**src/rtl/mem_pkg.sv**
```systemverilog
// Shared memory-system definitions: responder FSM states and default bus widths
// used by the controller, datapath and memory responder.
package mem_pkg;
    typedef enum logic [1:0] {IDLE, BUSY, DONE} state_t;

    localparam int MEM_ADDR_W = 8;
    localparam int MEM_DATA_W = 16;
endpackage

```
**src/rtl/mem_responder_if.sv**
```systemverilog
// Controller <-> memory responder handshake: strobes, MAR/MDR values,
// read data and completion/error pulses.
interface mem_responder_if
    import mem_pkg::*;
#(
    parameter int ADDR_W = MEM_ADDR_W,
    parameter int DATA_W = MEM_DATA_W
);
    logic              MemRead;
    logic              MemWrite;
    logic [ADDR_W-1:0] addr;
    logic [DATA_W-1:0] wdata;
    logic [DATA_W-1:0] rdata;
    logic              MemReady;
    logic              MemErr;
    logic              busy;

    modport master (
        output MemRead, MemWrite, addr, wdata,
        input  rdata, MemReady, MemErr, busy
    );

    modport slave (
        input  MemRead, MemWrite, addr, wdata,
        output rdata, MemReady, MemErr, busy
    );
endinterface

```
**src/rtl/mem_array.sv**
```systemverilog
// Single-port word storage: synchronous write, registered read with enable.
// Contents are never reset; only the read register is.
module mem_array #(
    parameter int    ADDR_W    = 8,
    parameter int    DATA_W    = 16,
    parameter string INIT_FILE = ""
) (
    input  logic              clk,
    input  logic              rst,
    input  logic              we,
    input  logic              re,
    input  logic [ADDR_W-1:0] addr,
    input  logic [DATA_W-1:0] wdata,
    output logic [DATA_W-1:0] rdata
);
    logic [DATA_W-1:0] mem [2**ADDR_W];

    always_ff @(posedge clk) begin
        if (we)
            mem[addr] <= wdata;
    end

    // The read register holds its value between reads, so it doubles as rdata.
    always_ff @(posedge clk) begin
        if (rst)
            rdata <= '0;
        else if (re)
            rdata <= mem[addr];
    end
endmodule

```
**src/rtl/mem_responder.sv**
```systemverilog
// Memory responder: edge-detects MemRead/MemWrite, inserts WAIT_CYCLES busy
// cycles, then performs the access and pulses MemReady for one cycle.
module mem_responder
    import mem_pkg::*;
#(
    parameter int    ADDR_W      = MEM_ADDR_W,
    parameter int    DATA_W      = MEM_DATA_W,
    parameter int    WAIT_CYCLES = 2,
    parameter string INIT_FILE   = ""
) (
    input  logic            Clk,
    input  logic            Reset,
    mem_responder_if.slave  bus
);
    localparam int CNT_W = (WAIT_CYCLES > 0) ? $clog2(WAIT_CYCLES + 1) : 1;

    state_t            state;
    logic [CNT_W-1:0]  cnt;
    logic              read_q, write_q;
    logic              op_write;
    logic [ADDR_W-1:0] addr_l;
    logic [DATA_W-1:0] wdata_l;
    logic              ready_r, err_r, busy_r;
    logic [DATA_W-1:0] rdata_w;

    logic rd_rise, wr_rise, access, we, re;

    assign rd_rise = bus.MemRead  & ~read_q;
    assign wr_rise = bus.MemWrite & ~write_q;

    // Reset on the commit edge must suppress the access, hence the !Reset gate.
    assign access = (state == BUSY) && (cnt == '0) && !Reset;
    assign we     = access &&  op_write;
    assign re     = access && !op_write;

    always_ff @(posedge Clk) begin
        if (Reset) begin
            state    <= IDLE;
            cnt      <= '0;
            read_q   <= 1'b0;
            write_q  <= 1'b0;
            op_write <= 1'b0;
            addr_l   <= '0;
            wdata_l  <= '0;
            ready_r  <= 1'b0;
            err_r    <= 1'b0;
            busy_r   <= 1'b0;
        end else begin
            read_q  <= bus.MemRead;
            write_q <= bus.MemWrite;
            ready_r <= 1'b0;
            err_r   <= 1'b0;
            case (state)
                IDLE: begin
                    if (rd_rise && wr_rise) begin
                        err_r <= 1'b1;
                    end else if (rd_rise || wr_rise) begin
                        addr_l   <= bus.addr;
                        wdata_l  <= bus.wdata;
                        op_write <= wr_rise;
                        cnt      <= CNT_W'(WAIT_CYCLES);
                        busy_r   <= 1'b1;
                        state    <= BUSY;
                    end
                end
                BUSY: begin
                    if (cnt != '0) begin
                        cnt <= cnt - CNT_W'(1);
                    end else begin
                        ready_r <= 1'b1;
                        state   <= DONE;
                    end
                end
                DONE: begin
                    busy_r <= 1'b0;
                    state  <= IDLE;
                end
                default: begin
                    busy_r <= 1'b0;
                    state  <= IDLE;
                end
            endcase
        end
    end

    mem_array #(
        .ADDR_W    (ADDR_W),
        .DATA_W    (DATA_W),
        .INIT_FILE (INIT_FILE)
    ) u_array (
        .clk   (Clk),
        .rst   (Reset),
        .we    (we),
        .re    (re),
        .addr  (addr_l),
        .wdata (wdata_l),
        .rdata (rdata_w)
    );

    assign bus.rdata    = rdata_w;
    assign bus.MemReady = ready_r;
    assign bus.MemErr   = err_r;
    assign bus.busy     = busy_r;
endmodule

```
**src/flat_wrapper.sv**
```systemverilog
// flat-port wrapper written by rule: the top's interface ports become plain ports
module mem_responder_flat import mem_pkg::*;
#(
    parameter int    ADDR_W      = MEM_ADDR_W,
    parameter int    DATA_W      = MEM_DATA_W,
    parameter int    WAIT_CYCLES = 2,
    parameter string INIT_FILE   = ""
)
  (Clk, Reset, bus_MemRead, bus_MemWrite, bus_addr, bus_wdata, bus_rdata, bus_MemReady, bus_MemErr, bus_busy);
  mem_responder_if #(.ADDR_W(ADDR_W), .DATA_W(DATA_W)) bus_i ();
  input  logic Clk;
  input  logic Reset;
  input wire logic [$bits(bus_i.MemRead)-1:0] bus_MemRead;
  input wire logic [$bits(bus_i.MemWrite)-1:0] bus_MemWrite;
  input wire logic [$bits(bus_i.addr)-1:0] bus_addr;
  input wire logic [$bits(bus_i.wdata)-1:0] bus_wdata;
  output wire logic [$bits(bus_i.rdata)-1:0] bus_rdata;
  output wire logic [$bits(bus_i.MemReady)-1:0] bus_MemReady;
  output wire logic [$bits(bus_i.MemErr)-1:0] bus_MemErr;
  output wire logic [$bits(bus_i.busy)-1:0] bus_busy;
  assign bus_i.MemRead = bus_MemRead;
  assign bus_i.MemWrite = bus_MemWrite;
  assign bus_i.addr = bus_addr;
  assign bus_i.wdata = bus_wdata;
  assign bus_rdata = bus_i.rdata;
  assign bus_MemReady = bus_i.MemReady;
  assign bus_MemErr = bus_i.MemErr;
  assign bus_busy = bus_i.busy;
  mem_responder #(.ADDR_W(ADDR_W), .DATA_W(DATA_W), .WAIT_CYCLES(WAIT_CYCLES), .INIT_FILE(INIT_FILE)) u_core (.Clk(Clk), .Reset(Reset), .bus(bus_i));
endmodule
```
**config.mk**
```make
export PLATFORM = sky130hd
export DESIGN_NAME = mem_responder_flat
export DESIGN_NICKNAME = d
export VERILOG_FILES = /design/src/rtl/mem_pkg.sv /design/src/rtl/mem_responder_if.sv /design/src/rtl/mem_array.sv /design/src/rtl/mem_responder.sv /design/src/flat_wrapper.sv
export SDC_FILE = /design/constraint.sdc
export NUM_CORES = 2
export LEC_CHECK = 0
export CAP_MARGIN = 0
export CORE_ASPECT_RATIO = 2
export CORE_MARGIN = 2
export CORE_UTILIZATION = 57
export DETAILED_ROUTE_END_ITERATION = 7
export HOLD_SLACK_MARGIN = 0.12
export MAX_ROUTING_LAYER = met4
export PLACE_DENSITY = 0.76
export SLEW_MARGIN = 20
export SYNTH_ARGS = -nofsm -noshare
export SYNTH_HDL_FRONTEND = slang
export SYNTH_SLANG_ARGS = --single-unit
```
**constraint.sdc**
```tcl
create_clock -name Clk -period 4 [get_ports Clk]
set_input_delay 0.4 -clock Clk [delete_from_list [all_inputs] [get_ports Clk]]
set_output_delay 0.4 -clock Clk [all_outputs]
set_load 0.005 [all_outputs]
```
# Yosys cells after proc, flatten, opt, wreduce, memory -nomap -nowiden

Memories as Yosys holds them, arrays and structs flattened. A register that Yosys moved wholly into a read port is not among the register bits.
Cells that the tools add are included.

Register bits after elaboration: 34
Memory bits (writable): 4096
Logic and storage cells: 57
Memories kept: 1

$add $sub $neg: 1
Eq/ne operators: 5
Mux-type cells: 15
Bitwise gates (word level): 7
Reduce and logical (&&, ||, !) cells: 18

Memories:

| name               | words | bits a word | read ports | clocked after Yosys merged registers in | write ports | RTL line        | source |
|---|---|---|---|---|---|---|---|
| u_core.u_array.mem | 256   | 16          | 1          | 1                                       | 1           | mem_array.sv:16 | `logic [DATA_W-1:0] mem [2**ADDR_W];` |

Operator list:

| operator              | number |
|---|---|
| $mux W2               | 6 |
| $reduce_and A3 Y1     | 3 |
| $pmux W2 S2           | 2 |
| $mux W1               | 6 |
| $ne A2 B2 Y1 const B  | 3 |
| $logic_and A1 B1 Y1   | 5 |
| $not A1 Y1            | 5 |
| $logic_not A2 Y1      | 2 |
| $reduce_and A4 Y1     | 1 |
| $reduce_bool A2 Y1    | 2 |
| $reduce_or A2 Y1      | 2 |
| $and A1 B1 Y1         | 2 |
| $eq A2 B1 Y1 const B  | 1 |
| $logic_not A1 Y1      | 2 |
| $ne A2 B1 Y1 const B  | 1 |
| $pmux W1 S2           | 1 |
| $sub A2 B1 Y2 const B | 1 |
| $logic_or A1 B1 Y1    | 1 |

# Logic depth before layout (Yosys ltp)

Depth after elaboration: 6
Depth in mapped cells: 12
Mapped depth without buffers: 9

# Hierarchy

A second synthesis with hierarchy kept.

Cells, all modules: 7188
Area, all modules: 158060.3 µm²

By module, submodules not included:

| module        | instances | cells an instance | area an instance (µm²) |
|---|---|---|---|
| mem_array     | 1         | 7039              | 156771.6 |
| mem_responder | 1         | 149               | 1288.7 |

# Worst setup path after synthesis

OpenSTA, ideal clock, no wires.

Path type: flip-flop to flip-flop
From: register u_core.wdata_l[0]
To: memory u_core.u_array.mem[0][0], data pin
Library setup time: 0.856 ns
Arrival: 3.397 ns
Data required time: 3.144 ns
Path slack: -0.253 ns
Cell stages (with the launch flop): 1
Path buffers: 0
Period minus slack after synthesis: 4.253 ns
Path through: dfxtp_1

RTL lines:

| element                  | RTL line            | source |
|---|---|---|
| start: declaration       | mem_responder.sv:22 | `logic [DATA_W-1:0] wdata_l;` |
| start signal: assignment | mem_responder.sv:59 | `wdata_l <= bus.wdata;` |
| end: declaration         | mem_array.sv:16     |  |

Straight into the memory's write port.

==> flow_results.org <==
** Worst setup path
- The critical path goes through buf_12 > buf_12 > buf_4 > mux2i_1 > o22ai_1 > nor4_1 > buf_4 > o22ai_1 > nor3_1 > and4_1 > a31oi_1.
- In this run the worst setup path begins at u_core.addr_l[1].
- Required time of the critical path :: around 4.8 ns
- Arrival time of the worst setup path :: between 4 and 5 ns
- On the critical path, the stage with the largest delay is an instance of sky130_fd_sc_hd__nor4_1.
- Crit path buf inv count :: 4
- Type of destination of the critical path :: flop
- Setup CP Type :: flop to flop
- The largest single stage delay on the critical path is 0.82 ns.
- STA classifies the critical path startpoint as a flop.
- In this run the worst path has a maximum fanout of 25.
- In this design, the largest share of critical-path delay is due to simple AND/OR/NAND/NOR gates.
- The worst register-to-register path begins at u_core.addr_l[1].

** Final layout
- Layout cell share with drive strength beyond 1 :: 26.0%
- Fillers :: 17,302
- Cells fill about two thirds of the core in the end.
- Final Net Count :: 8,112
- Final Instance Count excl. Fillers :: 12,111
- The library cell used most frequently in the layout, excluding fill and tap cells, is sky130_fd_sc_hd__edfxtp_1.
- In the layout the commonest cells are sky130_fd_sc_hd__edfxtp_1 (4,096), sky130_fd_sc_hd__mux4_2 (895), sky130_fd_sc_hd__buf_4 (592).
- From synthesis to final layout, the design area changed by 13.2%.
- Design area :: 180,000 sq um

** Clock tree
- The clock passes through at most 4 buffers.
- Clock-pin slew reported for the worst setup and hold paths after clock tree synthesis :: approximately 0.07 ns
- The H-tree generated during clock tree synthesis spans 5 levels.
- Clock tree from TritonCTS :: done
- Number of clock buffers inserted by TritonCTS :: 336
- The tree is rooted in a sky130_fd_sc_hd__clkbuf_16.
- CTS sink count :: 4,146
- The clock reaches the later pin of the worst-skew pair after approximately 0.95 ns.
- The number of setup buffers added after CTS is 0.

** Global routing
- For this run, the total global-route usage over all layers was measured as about 33%.
- The initial antenna violation count was 33.
- Pin count of the biggest net entering global routing :: 229
- For this run the aggregate overflow at the end of global routing stands at 0.
- The first global-routing pass estimated 631,000 um of wire.
- The via count of the first global-routing pass was about 83,000.

** Logic synthesis
- The mapped netlist covers 159,000 sq um.
- EDFF count, synth :: 4,096
- During synthesis, Yosys emitted a total of 0 warnings.
- Gate count of the mapped netlist :: 7,410
- Unique cell type count in the Yosys netlist :: 73
- Avg Synthesized Cell Area :: 21.5 sq um
- The most used flip-flop cell after synthesis is sky130_fd_sc_hd__edfxtp_1.
- In the synthesized netlist the async set-or-reset flop fraction comes to 0%.
- When the netlist entered floorplanning its net count stood at 7,439.
- Summing the sequential cell areas from Yosys gives roughly 80% of the chip area.
- Post-synthesis sequential element count :: 4,146

** Timing
- The hold violation count in the final report was 0.
- Top achievable clock speed :: 246 MHz
- Worst hold-check slack :: ~0.18 ns
- Headroom to the max-slew limit :: 19.7%
- Once routing completed, OpenROAD measured the worst setup slack at -0.0614 ns.
- In the finished design, the share of the clock period the worst path needs comes to 102%.
- At the pin with the least slew margin, the transition time is 1.20 ns.
- The smallest clock period supported by the final layout is computed as 4.06 ns.
- Setup violations remaining at the end of the flow were counted as 3.
- For the final database, setup skew stands at roughly 0.059 ns.
- Slew Limit Fails :: 0

** Route
- Before antenna repair, the detailed router went through 8 iterations.
- In the routed layout, each cell is associated on average with a via count of ~7.
- Total number of vias :: 82,994
- Final routed wire length divided by cell count :: 37.4 um
- Antenna violation net count after detailed routing :: 0
- In this run, the number of DRC markers left after iteration 0 of detailed routing was 12,335.
- The final layout contains routed wiring with a total length of roughly 450,000 um.
- For this run, design rule violations remaining after detail routing come to 2.

** Pwr
- Lkg Pwr :: 0.0583 uW
- For this design the ratio of total power to cell area is 502 nW/um^2.
- Across the VDD grid, the largest voltage drop is 0.000369 V.

** Place
- Instance count after placement with tap cells included :: 11,447
- Routability-driven placement finished with a final weighted congestion of around 1.1.
- Number of port buffers :: 46
- The placed instances occupy a cell area of 169,000 sq um.
- Summed over all nets, the half-perimeter wirelength after detailed placement is 286,000 um.
- Before CTS, the worst setup slack after placement is -0.0832 ns.

** Die
- Overall die height :: 752 um
- The floorplan step defined a core boundary enclosing 278,000 sq um.
- Starting density of the core :: 57.3%
- For this design the top-level I/O count stands at 47.
- The die is 378 um wide.
- The floorplan has 274 rows.
- The floorplan step defined a die boundary enclosing 284,000 sq um.

** Outcome
- The checks that failed: design-rule violations, negative setup slack.
- The flow ran to the end, but the final reports show violations.

** Hold path
- In this run the worst hold path is classified as primary input to flop.
- Worst hold start :: bus_wdata[14]

** Flow run
- Across the run, the number of max-cap violations was 0.
worst paths after layout:
kind | cells past startpoint | slack, ns | endpoint
worst min-delay path | 3 | 0.18 | u_core.wdata_l[14]
worst max register to register | 11 | -0.06 | u_core.u_array.rdata[13]
worst min register to register | 2 | 0.47 | u_core.bus.busy
worst max-delay path | 11 | -0.06 | u_core.u_array.rdata[13]
layer usage:
| layer | GRT usage [%] | part of all wire [%] | vias up |
|---|---|---|---|
| li1 | - | - | 32332 |
| met1 | 36.4 | 31 | 43322 |
| met2 | 53.6 | 50 | 5875 |
| met3 | 5.76 | 9.0 | 1465 |
| met4 | 25.4 | 9.5 | 0 |
| met5 | - | 0 | - |
final cells by class:
class / count / area [sq um] / area share [%]
sequential: 4146 / 124000 / 68.8
inverter: 6 / 32.5 / 0.0180
timing repair buffer: 770 / 7330 / 4.07
clock buffer: 411 / 8900 / 4.94
clock inverter: 198 / 2060 / 1.14
tap: 3726 / 4660 / 2.59
antenna: 31 / 77.6 / 0.0430
multi-input combinational: 2823 / 33100 / 18.4
tightest hold or removal path: stages:
cell and delay [ns]:
sky130_fd_sc_hd__clkdlybuf4s50_1 0.41, sky130_fd_sc_hd__nand2_1 0.15, sky130_fd_sc_hd__a21oi_1 0.09
synth_stat cells, types with 3 or more instances:
cell | instances | share of area (%)
sky130_fd_sc_hd__edfxtp_1 | 4096 | 77
sky130_fd_sc_hd__mux4_2 | 895 | 13
sky130_fd_sc_hd__mux2i_1 | 460 | 2.9
sky130_fd_sc_hd__nor2_1 | 316 | 0.74
sky130_fd_sc_hd__nand2_1 | 258 | 0.61
sky130_fd_sc_hd__buf_2 | 196 | 0.62
sky130_fd_sc_hd__o22ai_1 | 138 | 0.54
sky130_fd_sc_hd__clkbuf_1 | 136 | 0.32
sky130_fd_sc_hd__a22oi_1 | 130 | 0.61
sky130_fd_sc_hd__a21oi_1 | 115 | 0.36
sky130_fd_sc_hd__o21ai_0 | 85 | 0.27
sky130_fd_sc_hd__nand3_1 | 51 | 0.16
sky130_fd_sc_hd__dfxtp_1 | 50 | 0.63
sky130_fd_sc_hd__buf_4 | 48 | 0.23
sky130_fd_sc_hd__a32oi_1 | 36 | 0.20
sky130_fd_sc_hd__mux2_2 | 35 | 0.25
sky130_fd_sc_hd__a211oi_1 | 34 | 0.16
sky130_fd_sc_hd__a31oi_1 | 33 | 0.13
sky130_fd_sc_hd__buf_1 | 30 | 0.071
sky130_fd_sc_hd__nor2b_1 | 25 | 0.098
sky130_fd_sc_hd__o211ai_1 | 25 | 0.12
sky130_fd_sc_hd__buf_6 | 24 | 0.17
sky130_fd_sc_hd__a221oi_1 | 21 | 0.12
sky130_fd_sc_hd__nor3_1 | 17 | 0.053
sky130_fd_sc_hd__nor4_1 | 17 | 0.067
sky130_fd_sc_hd__o31ai_1 | 12 | 0.057
sky130_fd_sc_hd__a311o_1 | 11 | 0.069
sky130_fd_sc_hd__a41oi_1 | 11 | 0.060
sky130_fd_sc_hd__and2_1 | 10 | 0.039
sky130_fd_sc_hd__o21ai_1 | 7 | 0.022
sky130_fd_sc_hd__nand2b_1 | 6 | 0.024
sky130_fd_sc_hd__nand4_1 | 6 | 0.024
sky130_fd_sc_hd__and3_1 | 5 | 0.020
sky130_fd_sc_hd__inv_1 | 5 | 0.012
sky130_fd_sc_hd__nand4b_1 | 5 | 0.027
sky130_fd_sc_hd__a2111oi_0 | 4 | 0.022
sky130_fd_sc_hd__a22o_1 | 4 | 0.022
sky130_fd_sc_hd__nand4bb_1 | 4 | 0.028
sky130_fd_sc_hd__nor3b_1 | 4 | 0.019
sky130_fd_sc_hd__a21o_1 | 3 | 0.014
sky130_fd_sc_hd__a32o_1 | 3 | 0.019
sky130_fd_sc_hd__and4_1 | 3 | 0.017
sky130_fd_sc_hd__nor4bb_1 | 3 | 0.019
power by group:
| part | internal, uW | switching (uW) | total (uW) | leakage (uW) |
|---|---|---|---|---|
| combinational | 2890 | 5160 | 8050 | 0.0134 |
| clock | 18400 | 15200 | 33700 | 0.00532 |
| sequential | 48400 | 499 | 48900 | 0.0395 |
| total | 69700 | 20900 | 90600 | 0.0583 |
registers in the layout, summed over array words and instances (netlist names):
register / flops
u_core.u_array.rdata: 16
u_core.bus.busy: 1
u_core.wdata_l: 16
u_core.read_q: 1
u_core.op_write: 1
u_core.write_q: 1
u_core.cnt: 2
u_core.state: 2
u_core.addr_l: 8
u_core.bus.MemReady: 1
u_core.bus.MemErr: 1
u_core.u_array.mem: 4096
kinds of logic (layout without fill, tap and decap cells):
logic type / after synthesis / count (layout) / synth area share, %
xor gates and xnor gates: 1 / 1 / 0.00550
muxes: 1390 / 1390 / 15.8
and+or+nand+nor: 743 / 743 / 2.02
other: 0 / 31 / 0
buffers and inverters: 441 / 1385 / 1.43
DFF: 4146 / 4146 / 77.9
AOI/OAI and AO/OA: 688 / 688 / 2.88
adders and majority gates: 1 / 1 / 0.00786
metrics by stage:
step	total power [uW]	setup TNS, ns
6_report	90600	-0.0825
5_1_grt	92300	-0.0149
3_3_place_gp	57500	-1.18
2_1_floorplan	54100	0
3_5_place_dp	57600	-0.0832
4_1_cts	90600	0
timing repair:
item	in CTS	in global routing
endpoints found under the setup margin	1	2
gates resized for setup	1	3
hold buffers	22	0
cloned	0	0
hold endpoints to repair	22	0
Power figures use the tool's default switching activity.
